--- config.mk ---
export PLATFORM = sky130hd
export DESIGN_NAME = dmem_arbiter
export DESIGN_NICKNAME = d
export VERILOG_FILES = /design/src/rtl/dmem_arbiter.sv
export SDC_FILE = /design/constraint.sdc
export NUM_CORES = 1
export LEC_CHECK = 0
export ABC_AREA = 1
export BUFFER_PORTS_ARGS = -buffer_cell sky130_fd_sc_hd__buf_2
export CORE_AREA = 2 2 190 192
export DETAILED_ROUTE_END_ITERATION = 10
export DIE_AREA = 0 0 192 194
export GPL_TIMING_DRIVEN = 0
export PLACE_DENSITY_LB_ADDON = 0.25
export SLEW_MARGIN = 5
export SYNTH_ARGS = -nofsm -noshare
export SYNTH_HDL_FRONTEND = slang
export SYNTH_SLANG_ARGS = --single-unit
--- constraint.sdc ---
create_clock -name clk -period 1.5 [get_ports clk]
set_input_delay 0 -clock clk [delete_from_list [all_inputs] [get_ports clk]]
set_output_delay 0 -clock clk [all_outputs]
set_load 0.1 [all_outputs]
--- src/rtl/dmem_arbiter.sv ---
// Two-master arbiter for the single data-memory port.
// Master 0 is the CPU load/store path, master 1 is the debug/program-loader port.
// Grant and strobes are combinational; load data is registered for one cycle.
module dmem_arbiter #(
  parameter int unsigned ADDR_W   = 32,
  parameter int unsigned DATA_W   = 64,
  parameter int unsigned MAX_LOCK = 8
) (
  input  logic              clk,
  input  logic              rst,
  input  logic              m0_req,
  input  logic              m0_we,
  input  logic [ADDR_W-1:0] m0_addr,
  input  logic [DATA_W-1:0] m0_wdata,
  output logic              m0_gnt,
  output logic              m0_rvalid,
  output logic [DATA_W-1:0] m0_rdata,
  output logic              cpu_stall,
  input  logic              m1_req,
  input  logic              m1_we,
  input  logic [ADDR_W-1:0] m1_addr,
  input  logic [DATA_W-1:0] m1_wdata,
  input  logic              m1_lock,
  output logic              m1_gnt,
  output logic              m1_rvalid,
  output logic [DATA_W-1:0] m1_rdata,
  output logic [ADDR_W-1:0] mem_addr,
  output logic [DATA_W-1:0] mem_wr_data,
  output logic              mem_wr_enable,
  output logic              mem_rd_enable,
  input  logic [DATA_W-1:0] mem_rd_data
);

  localparam logic [7:0] MaxLockCnt = 8'(MAX_LOCK);

  logic              last_gnt_q, last_gnt_d;
  logic [7:0]        lock_cnt_q, lock_cnt_d;
  logic              rsel_q, rsel_d;
  logic              rvalid_q, rvalid_d;
  logic [DATA_W-1:0] rdata_q, rdata_d;

  logic locked;
  logic lock_full;
  logic gnt0;
  logic gnt1;

  // Pick at most one winner; nothing is granted while reset is held.
  always_comb begin
    locked    = last_gnt_q & m1_lock;
    lock_full = (lock_cnt_q == MaxLockCnt);
    gnt0      = 1'b0;
    gnt1      = 1'b0;
    if (rst) begin
      if (m0_req && m1_req) begin
        if (locked) begin
          // A saturated lock forces one CPU access through.
          gnt0 = lock_full;
          gnt1 = ~lock_full;
        end else begin
          gnt0 = last_gnt_q;
          gnt1 = ~last_gnt_q;
        end
      end else begin
        gnt0 = m0_req;
        gnt1 = m1_req;
      end
    end
  end

  // Route the winner onto the memory port; idle port is driven to zero.
  always_comb begin
    mem_addr      = '0;
    mem_wr_data   = '0;
    mem_wr_enable = 1'b0;
    mem_rd_enable = 1'b0;
    if (gnt0) begin
      mem_addr      = m0_addr;
      mem_wr_data   = m0_wdata;
      mem_wr_enable = m0_we;
      mem_rd_enable = ~m0_we;
    end else if (gnt1) begin
      mem_addr      = m1_addr;
      mem_wr_data   = m1_wdata;
      mem_wr_enable = m1_we;
      mem_rd_enable = ~m1_we;
    end
  end

  // Next-state: round-robin history, lock counter and read-return register.
  always_comb begin
    last_gnt_d = last_gnt_q;
    if (gnt0) begin
      last_gnt_d = 1'b0;
    end else if (gnt1) begin
      last_gnt_d = 1'b1;
    end

    lock_cnt_d = lock_cnt_q;
    if (gnt0 || !m1_lock) begin
      lock_cnt_d = '0;
    end else if (gnt1 && !lock_full) begin
      lock_cnt_d = lock_cnt_q + 8'd1;
    end

    rvalid_d = mem_rd_enable;
    rsel_d   = rsel_q;
    rdata_d  = rdata_q;
    if (mem_rd_enable) begin
      rsel_d  = gnt1;
      rdata_d = mem_rd_data;
    end
  end

  // State registers; last_gnt resets to 1 so master 0 wins the first contention.
  always_ff @(posedge clk or negedge rst) begin
    if (!rst) begin
      last_gnt_q <= 1'b1;
      lock_cnt_q <= '0;
      rsel_q     <= 1'b0;
      rvalid_q   <= 1'b0;
      rdata_q    <= '0;
    end else begin
      last_gnt_q <= last_gnt_d;
      lock_cnt_q <= lock_cnt_d;
      rsel_q     <= rsel_d;
      rvalid_q   <= rvalid_d;
      rdata_q    <= rdata_d;
    end
  end

  assign m0_gnt    = gnt0;
  assign m1_gnt    = gnt1;
  assign cpu_stall = m0_req & ~gnt0;
  assign m0_rvalid = rvalid_q & ~rsel_q;
  assign m1_rvalid = rvalid_q & rsel_q;
  assign m0_rdata  = rdata_q;
  assign m1_rdata  = rdata_q;

endmodule

Yosys cells after proc, flatten, opt, wreduce, memory -nomap -nowiden:

Cells that the tools add are included.

* input port bits: 263
* register bits after elaboration: 75
* logic and storage cells: 42

* multiplexer cells: 18
* bitwise logic cells: 10
* $add $sub $neg: 1
* reduce and logical (&&, ||, !) cells: 7
* eq/ne operators: 1

Operator list (number)
* 2-to-1 mux 64 bit: 2
* 2-to-1 mux 32 bit: 2
* 2-to-1 mux 8 bit: 2
* 2-to-1 mux 1 bit: 12
* adder 8 x 1 -> 8 bit (second input constant): 1
* == test 8 x 4 -> 1 bit (second input constant): 1
* inverter 1 bit: 6
* AND 1 bit: 4
* nonzero test 2 bit: 2
* logical AND 1 bit: 2
* logical NOT 1 bit: 2
* logical OR 1 bit: 1

Depth between registers and ports, before layout:

Gate-level depths: netlist of the first run.

* depth after elaboration: 8
* gate-level depth with buffers: 13

Worst setup path before layout of the first run:

OpenSTA, ideal clock, no wires.

* path type: reg2out
* start: reg lock_cnt_q[0]
* end: out mem_wr_enable
* path buffers: 0
* cell stages (with the launch flop): 10
* arrival time: 3126 ps
* setup slack: -1626 ps
* required time: 1500 ps
* cell sequence: dfrtp_1 > inv_1 > ha_1 > nand3_1 > nor2_1 > nand2_2 > nand2_1 > nand2_1 > nand2_1 > o21ai_0

* cells in the longest elaborated chain, start to end: 7
* elaborated cells between the ends (all ways): 10
* classes of those cells: 1 x eq/ne; 8 x mux; 1 x bitwise

RTL lines
* from (decl): RTL line 37 `logic [7:0] lock_cnt_q, lock_cnt_d;`
* from (signal assigned): RTL line 124 `lock_cnt_q <= lock_cnt_d;`
* == test 8 x 4 -> 1 bit *: RTL line 50 `lock_full = (lock_cnt_q == MaxLockCnt);`
* inverter 1 bit: RTL line 58 `gnt1 = ~lock_full;`
* 2-to-1 mux 1 bit: RTL line 55 `if (locked) begin`
* 2-to-1 mux 1 bit: RTL line 54 `if (m0_req && m1_req) begin`
* 2-to-1 mux 1 bit: RTL line 53 `if (rst) begin`
* 2-to-1 mux 1 bit: RTL line 81 `end else if (gnt1) begin`
* 2-to-1 mux 1 bit *: RTL line 76 `if (gnt0) begin`
* to (decl): RTL line 29 `output logic mem_wr_enable,`

Every way passes the cells marked *; elsewhere a longest branch is shown, timed or not.

Worst setup path after layout of the first run:

* start: reg lock_cnt_q[0]
* end: out mem_addr[4]

* cells in the longest elaborated chain, start to end: 7
* elaborated cells between the ends (all ways): 10
* classes of those cells: 1 x eq/ne; 8 x mux; 1 x bitwise

RTL lines
* == test 8 x 4 -> 1 bit *: RTL line 50
* inverter 1 bit: RTL line 58
* 2-to-1 mux 1 bit: RTL line 55
* 2-to-1 mux 1 bit: RTL line 54
* 2-to-1 mux 1 bit: RTL line 53
* 2-to-1 mux 32 bit: RTL line 81
* 2-to-1 mux 32 bit *: RTL line 76
* to (decl): RTL line 27 `output logic [ADDR_W-1:0] mem_addr,`

Marks and branches as above.

==> flow_summary.ini, run 1 <==
[die]
die_x_um = 192
pin_count = 494
die_height_um = 194
initial_utilization = 0.1428
rows = 69
design.core.area_mm2 = 0.03522
die_area_mm2 = 0.03725

[critical_path]
path_class = flop to primary output
crit_top_cell = nand2_8
crit_arrival_ns = 2.16
path_cells = inv_2, ha_4, nand3_2, nor2_2, nand2_2, nand3_4, nand2_8, inv_12, buf_6, nand2_1, nand2_8, buf_12
crit_buf_inv = 4
cpPeakStageDelay_ns = 0.39
crit_path_start_kind = flop
required_ns = 1.50
path_max_fanout = 10
slowest_stage = dfrtp_1
critPathTopFamily = simple AND/OR/NAND/NOR gates
crit_path_end_kind = primary output

[power_and_ir_drop]
switchingPower_w = 0.009576
p_total_w = 0.01659
intPower_w = 0.007013
combPwrFrac = 0.682
clkPwrFrac = 0.154
pwr-share-seq = 0.164
peakVddDrop_uv = 1192
pwr_density_cell_mw_per_mm2 = 1120
p_leak_nw = 7.325
netSwitchingFraction = 0.5772

[logic_synthesis]
synthTopCellsByArea = dfrtp_1 37%, nand2_1 33%, buf_4 10%, nand3_1 8.5%, buf_6 2.7%
synthesis.instances = 759
synthAdderAreaFrac = 0.004974
synth-seq-cells = 75
synth_top_family_by_area = simple AND/OR/NAND/NOR gates
synth_top_area_share = 0.3681
synth.area.mux_share = 0
yosysSeqAreaShare = 0.3733
synth-simple-area-share = 0.4355
avgSynthCellArea_um2 = 6.629
yosysWarnings = 0
yosys.area.top_type = dfrtp_1
syn_area_mm2 = 0.005031
synth_compound_area_frac = 0.008207
synth_fp_nets = 1024
ys_types = 23
synth-xor-area-share = 0.006963

[timing]
max_freq_ghz = 0.4621
rsz0062_at_grt = yes
period_share = 1.443
finalWorstSetupSlack_ns = -0.6641
finalClockSkew_ns = 0.005628
setup_viol = 176
max_slew_margin = 0.3834
drv_slew = 0
hold_violations = 0
holdWs_ns = 0.1112
min_period_ns = 2.164
worst_slew_pin_slew_ns = 0.9218

[global_routing]
antenna_found_initial = 4
overflow = 0
grt_pass1_vias = 7191
grt_pass1_wl_mm = 43.27
grt_max_degree = 61
grt.total_usage = 0.1546

[cts]
numCtsBuffers = 9
cts_tree = yes
clkSinkCount = 75
htreeDepth = 3
clk_pin_slew_ns = 0.06
cts-root-buf = clkbuf_16
insertion_delay_ns = 0.34
cts_buffer_depth = 2

[routing]
ant_nets = 0
wl_met1_mm = 11.02
dr.pass1.iters = 4
top_layer_used = met5
vias_per_cell = 3.937
drt_iter0_markers = 118
wl_per_cell_um = 16.60
wl_met2_mm = 16.76
drt-total-wl_mm = 30.69
vias = 7279
routed-wl-met3_mm = 2.230
drc = 0

[finish]
drive_gt1_frac = 0.7008
fin_util = 0.4207
register_area_mm2 = 0.001878
mostFrequentLayoutCell = buf_2
nFillCells = 3425
layout_common_cells = 392 x buf_2, 174 x nand2_1, 139 x nand2_8
fin_nets = 1648
final_cells = 1849
areaGrowthSynthToFinish_pct = 194.5
multi_input_area_mm2 = 0.005211

[run_status]
violations = setup timing
outcome = finished, violations left

[placement]
place_hpwl_mm = 23.62
place_congestion = 0.8419
pre_cts_slack_ns = -1.016
dp.cells = 1714
io_buffers = 493

[run]
max-cap-violations = 0

[worst_hold_path]
hold_class = input pin to flop
## cells in the mapped netlist
master    number
xnor2_1        2
buf_6         12
a21oi_4        1
xor2_1         2
inv_1         18
nor2_1         8
nand3_1       85
dfrtp_1       74
buf_2         25
nand3b_4       1
nor3_1         2
clkbuf_1       1
nand2_1      444
ha_1           2
nand4_1        1
nand3_2        2
o311a_1        1
dfstp_2        1
nand2_2        2
o21ai_0        2
buf_4         69
a21oi_1        1
inv_2          3
## repair_timing
action / in CTS / in global routing
gates cloned: 9 / 10
hold endpoints to repair: 140 / 0
buffers inserted: 16 / 20
pin swaps: 14 / 7
gates resized for setup: 638 / 80
endpoints found under the setup margin: 176 / 176
hold buffers: 66 / 0
## logic make-up (layout without fill, tap and decap cells)
group,Yosys count,after routing
fa+ha+maj,2,2
other cells,0,1
xor+xnor,4,4
buf+inv,128,756
compound gates,5,5
flops,75,75
simple gates,545,545
## stage by stage
step / instance area (um^2) / TNS [ns]
3_5_place_dp: 10200 / -108.66
4_1_cts: 14010 / -103.16
5_1_grt: 14820 / -115.73
3_3_place_gp: 10170 / -278.77
2_1_floorplan: 7123 / -23.61
6_report: 14820 / -97.34
## flip-flops by register name (all words and copies together) (netlist names)
name        flops
last_gnt_q      1
lock_cnt_q      8
m0_rdata       64
rsel_q          1
rvalid_q        1
## metal layers
layer  global-route usage  up-vias
li1                     -     3540
met1               0.1683     3368
met2               0.2942      331
met3              0.03403       34
met4              0.04580        6
met5                    0        -
## power groups by stage
stage	Combinational [W]	Sequential, W	Clock [W]
2_1_floorplan	0.00576	0.00512	0
3_3_place_gp	0.00977	0.00274	0
3_5_place_dp	0.00980	0.00276	0
4_1_cts	0.0111	0.00272	0.00264
5_1_grt	0.0117	0.00277	0.00273
6_report	0.0113	0.00272	0.00256
## worst min-delay path, cell delays in order
cell	delay, ns
buf_2	0.11
inv_1	0.11
a21oi_4	0.07
nand3_1	0.07
nand2_1	0.05
## cell type report
| class | instances | share of cell area |
|---|---|---|
| Buffer | 107 | 0.07870 |
| Sequential cell | 75 | 0.1267 |
| Inverter | 21 | 0.007599 |
| Timing Repair inverter | 1 | 0.001098 |
| Clock inverter | 4 | 0.006586 |
| Clock buffer | 11 | 0.01706 |
| Antenna cell | 1 | 0.0001689 |
| Tap cell | 461 | 0.03893 |
| Timing Repair Buffer | 612 | 0.3714 |
| Multi-Input combinational cell | 556 | 0.3517 |
## path summary, 6_finish.rpt
kind | from | endpoint | slack [ns] | cells after the start
setup / recovery | lock_cnt_q[0]$_DFFE_PN0P_ | mem_addr[4] | -0.66 | 12
hold / removal | m1_lock | lock_cnt_q[3]$_DFFE_PN0P_ | 0.11 | 5
setup reg to reg | lock_cnt_q[0]$_DFFE_PN0P_ | m0_rdata[4]$_DFFE_PN0P_ | -0.62 | 16
hold reg to reg | last_gnt_q$_DFFE_PN1P_ | last_gnt_q$_DFFE_PN1P_ | 0.51 | 2
max in group asynchronous | rst | m0_rdata[41]$_DFFE_PN0P_ | 0.31 | 3
min in group asynchronous | rst | lock_cnt_q[1]$_DFFE_PN0P_ | 0.35 | 2
Note: power is estimated with default switching activity, not from simulation.
==> run 2: changes to the inputs <==
--- a/config.mk
+++ b/config.mk
@@ -7,9 +7,10 @@
 export LEC_CHECK = 0
 export ABC_AREA = 1
 export BUFFER_PORTS_ARGS = -buffer_cell sky130_fd_sc_hd__buf_2
-export CORE_AREA = 2 2 190 192
+export CAP_MARGIN = 20
+export CORE_AREA = 2 2 194 196
 export DETAILED_ROUTE_END_ITERATION = 10
-export DIE_AREA = 0 0 192 194
+export DIE_AREA = 0 0 196 198
 export GPL_TIMING_DRIVEN = 0
 export PLACE_DENSITY_LB_ADDON = 0.25
 export SLEW_MARGIN = 5
==> constraint.sdc (replaced) <==
create_clock -name clk -period 2.6 [get_ports clk]
set_input_delay 0 -clock clk [delete_from_list [all_inputs] [get_ports clk]]
set_output_delay 0 -clock clk [all_outputs]
set_load 0.1 [all_outputs]
==> flow_summary.ini, run 2 (same netlist as run 1, synthesis figures left out) <==
[critical_path]
r2r_end = m0_rdata[0]$_DFFE_PN0P_
path_class = flop to primary output
crit_path_end_kind = primary output
path_max_fanout = 10
cpPeakStageDelay_ns = 0.41
crit_arrival_ns = 2.39
reg2reg_depth = 13
crit_path_start_kind = flop
slowest_stage = dfrtp_1
required_ns = 2.60
r2r_slack_ns = 0.66
crit_buf_inv = 4
reg2reg_from = lock_cnt_q[1]$_DFFE_PN0P_
crit_top_cell = nand2_1
critPathTopFamily = buffers and inverters
path_cells = inv_1, ha_1, nand3_1, nor2_1, nand2_2, nand3_2, nand2_1, inv_4, buf_2, nand2_1, nand2_1, buf_4

[finish]
drive_gt1_frac = 0.4716
fin_util = 0.2608
mostFrequentLayoutCell = nand2_1
final_cells = 1813
areaGrowthSynthToFinish_pct = 91.54
largest_reg_flops = 64
layout_common_cells = 442 x nand2_1, 413 x buf_2, 117 x buf_4
fin_nets = 1596

[global_routing]
grt_max_degree = 49
antenna_found_initial = 7
overflow = 0
grt.total_usage = 0.1412
grt_pass1_wl_mm = 40.59
grt_pass1_vias = 6571

[timing]
setup_tns_ns = 0
rsz0062_at_grt = yes
min_period_ns = 2.390
worst_slew_pin_slew_ns = 0.5448
holdWs_ns = 0.1001
max_freq_ghz = 0.4185
hold_violations = 0
setup_viol = 0
max_slew_margin = 0.6393
period_share = 0.9190
drv_slew = 0
finalClockSkew_ns = 0.007943

[die]
die_x_um = 196
design.core.area_mm2 = 0.03696
initial_utilization = 0.1361
pin_count = 494
rows = 71
die_area_mm2 = 0.03881
die_height_um = 198

[routing]
drt-total-wl_mm = 28.90
top_layer_used = met5
dr.pass1.iters = 7
ant_nets = 0
vias = 6843
drt_iter0_markers = 224
vias_per_cell = 3.774
drc = 0
wl_met1_mm = 11.70
wl_per_cell_um = 15.94
wl_met2_mm = 13.95
routed-wl-met3_mm = 2.217

[worst_hold_path]
hold_class = input pin to flop
hold_end = lock_cnt_q[7]$_DFFE_PN0P_
hold_start = m1_lock
whs_path_depth = 5

[cts]
cts_tree = yes
numCtsBuffers = 9
clk_pin_slew_ns = 0.06
cts_buffer_depth = 2
cts-root-buf = clkbuf_16
htreeDepth = 3
insertion_delay_ns = 0.35
clkSinkCount = 75

[run_status]
outcome = finished clean

[placement]
place_hpwl_mm = 24.36
place_congestion = 0.8959
io_buffers = 493
dp.cells = 1727

[run]
max-cap-violations = 0

[power_and_ir_drop]
p_leak_nw = 5.786
pwr_density_cell_mw_per_mm2 = 873.3
peakVddDrop_uv = 477.8
p_total_w = 0.008416
run 2: changes by cell type in the layout (fill, tap and decap cells not counted), moves of 21 or more:
| cell | change |
|---|---|
| buf_12 | -123 |
| nand2_8 | -139 |
| buf_6 | +49 |
| nand2_2 | -89 |
| buf_2 | +21 |
| nand2_1 | +268 |
| nand2_4 | -40 |
| buf_4 | +26 |
run 2: metal layers:
layer	global-route usage	up-vias
met2	0.2404	337
met5	0	-
li1	-	3419
met4	0.05920	8
met3	0.03969	42
met1	0.1669	3037
run 2: worst max path at each step:
| stage | end | from | slack [ns] | cells past startpoint |
|---|---|---|---|---|
| after CTS | mem_wr_data[52] | lock_cnt_q[0]$_DFFE_PN0P_ | -0.009 | 12 |
| after floorplan | mem_addr[24] | lock_cnt_q[0]$_DFFE_PN0P_ | 0.18 | 11 |
| final | mem_wr_data[37] | lock_cnt_q[1]$_DFFE_PN0P_ | 0.21 | 12 |
| after global routing | mem_wr_data[6] | lock_cnt_q[0]$_DFFE_PN0P_ | -0.02 | 12 |
| after detailed placement | mem_addr[26] | lock_cnt_q[0]$_DFFE_PN0P_ | -0.02 | 12 |
| after global placement | mem_addr[26] | rst | -0.80 | 9 |
run 2: stage by stage:
step / worst slack [ns] / cell area [um^2]
6_report: 0.2105 / 9637
3_3_place_gp: -0.8011 / 8094
3_5_place_dp: -0.02462 / 8124
4_1_cts: -0.008941 / 9335
2_1_floorplan: 0.1757 / 5034
5_1_grt: -0.01625 / 9632
run 2: layout make-up:
| class | instances | area [um^2] |
|---|---|---|
| antenna | 3 | 7.507 |
| inverter | 21 | 83.83 |
| multi-input combinational | 556 | 2300 |
| buffer | 107 | 804.5 |
| timing repair buffer | 561 | 3646 |
| sequential | 75 | 1878 |
| fill | 4187 | 27320 |
| clock inverter | 3 | 43.79 |
| clock buffer | 13 | 280.3 |
| tap | 474 | 593.1 |
run 2: worst reg2reg max path, stage by stage (launching register included):
cell     delay [ns]
dfrtp_1        0.41
inv_1          0.07
ha_1           0.16
nand3_1        0.08
nor2_1         0.13
nand2_2        0.07
nand2_1        0.06
nand2_1        0.10
nand3_2        0.20
nand2_2        0.10
buf_6          0.17
buf_6          0.15
nand2_1        0.09
nand2_1        0.06
run 2: what timing repair did:
item	4_1_cts	5_1_grt
setup endpoints to repair	77	100
endpoints found under the hold margin	140	0
resized for setup	89	99
hold buffers	66	0
buffers inserted	0	1
run 2: where the power goes:
part / switching (W) / internal, W / leakage (nW)
logic: 0.00445 / 0.00106 / 4.68
clock network: 0.000504 / 0.000848 / 0.162
registers: 0.000180 / 0.00137 / 0.943
total: 0.00513 / 0.00328 / 5.79
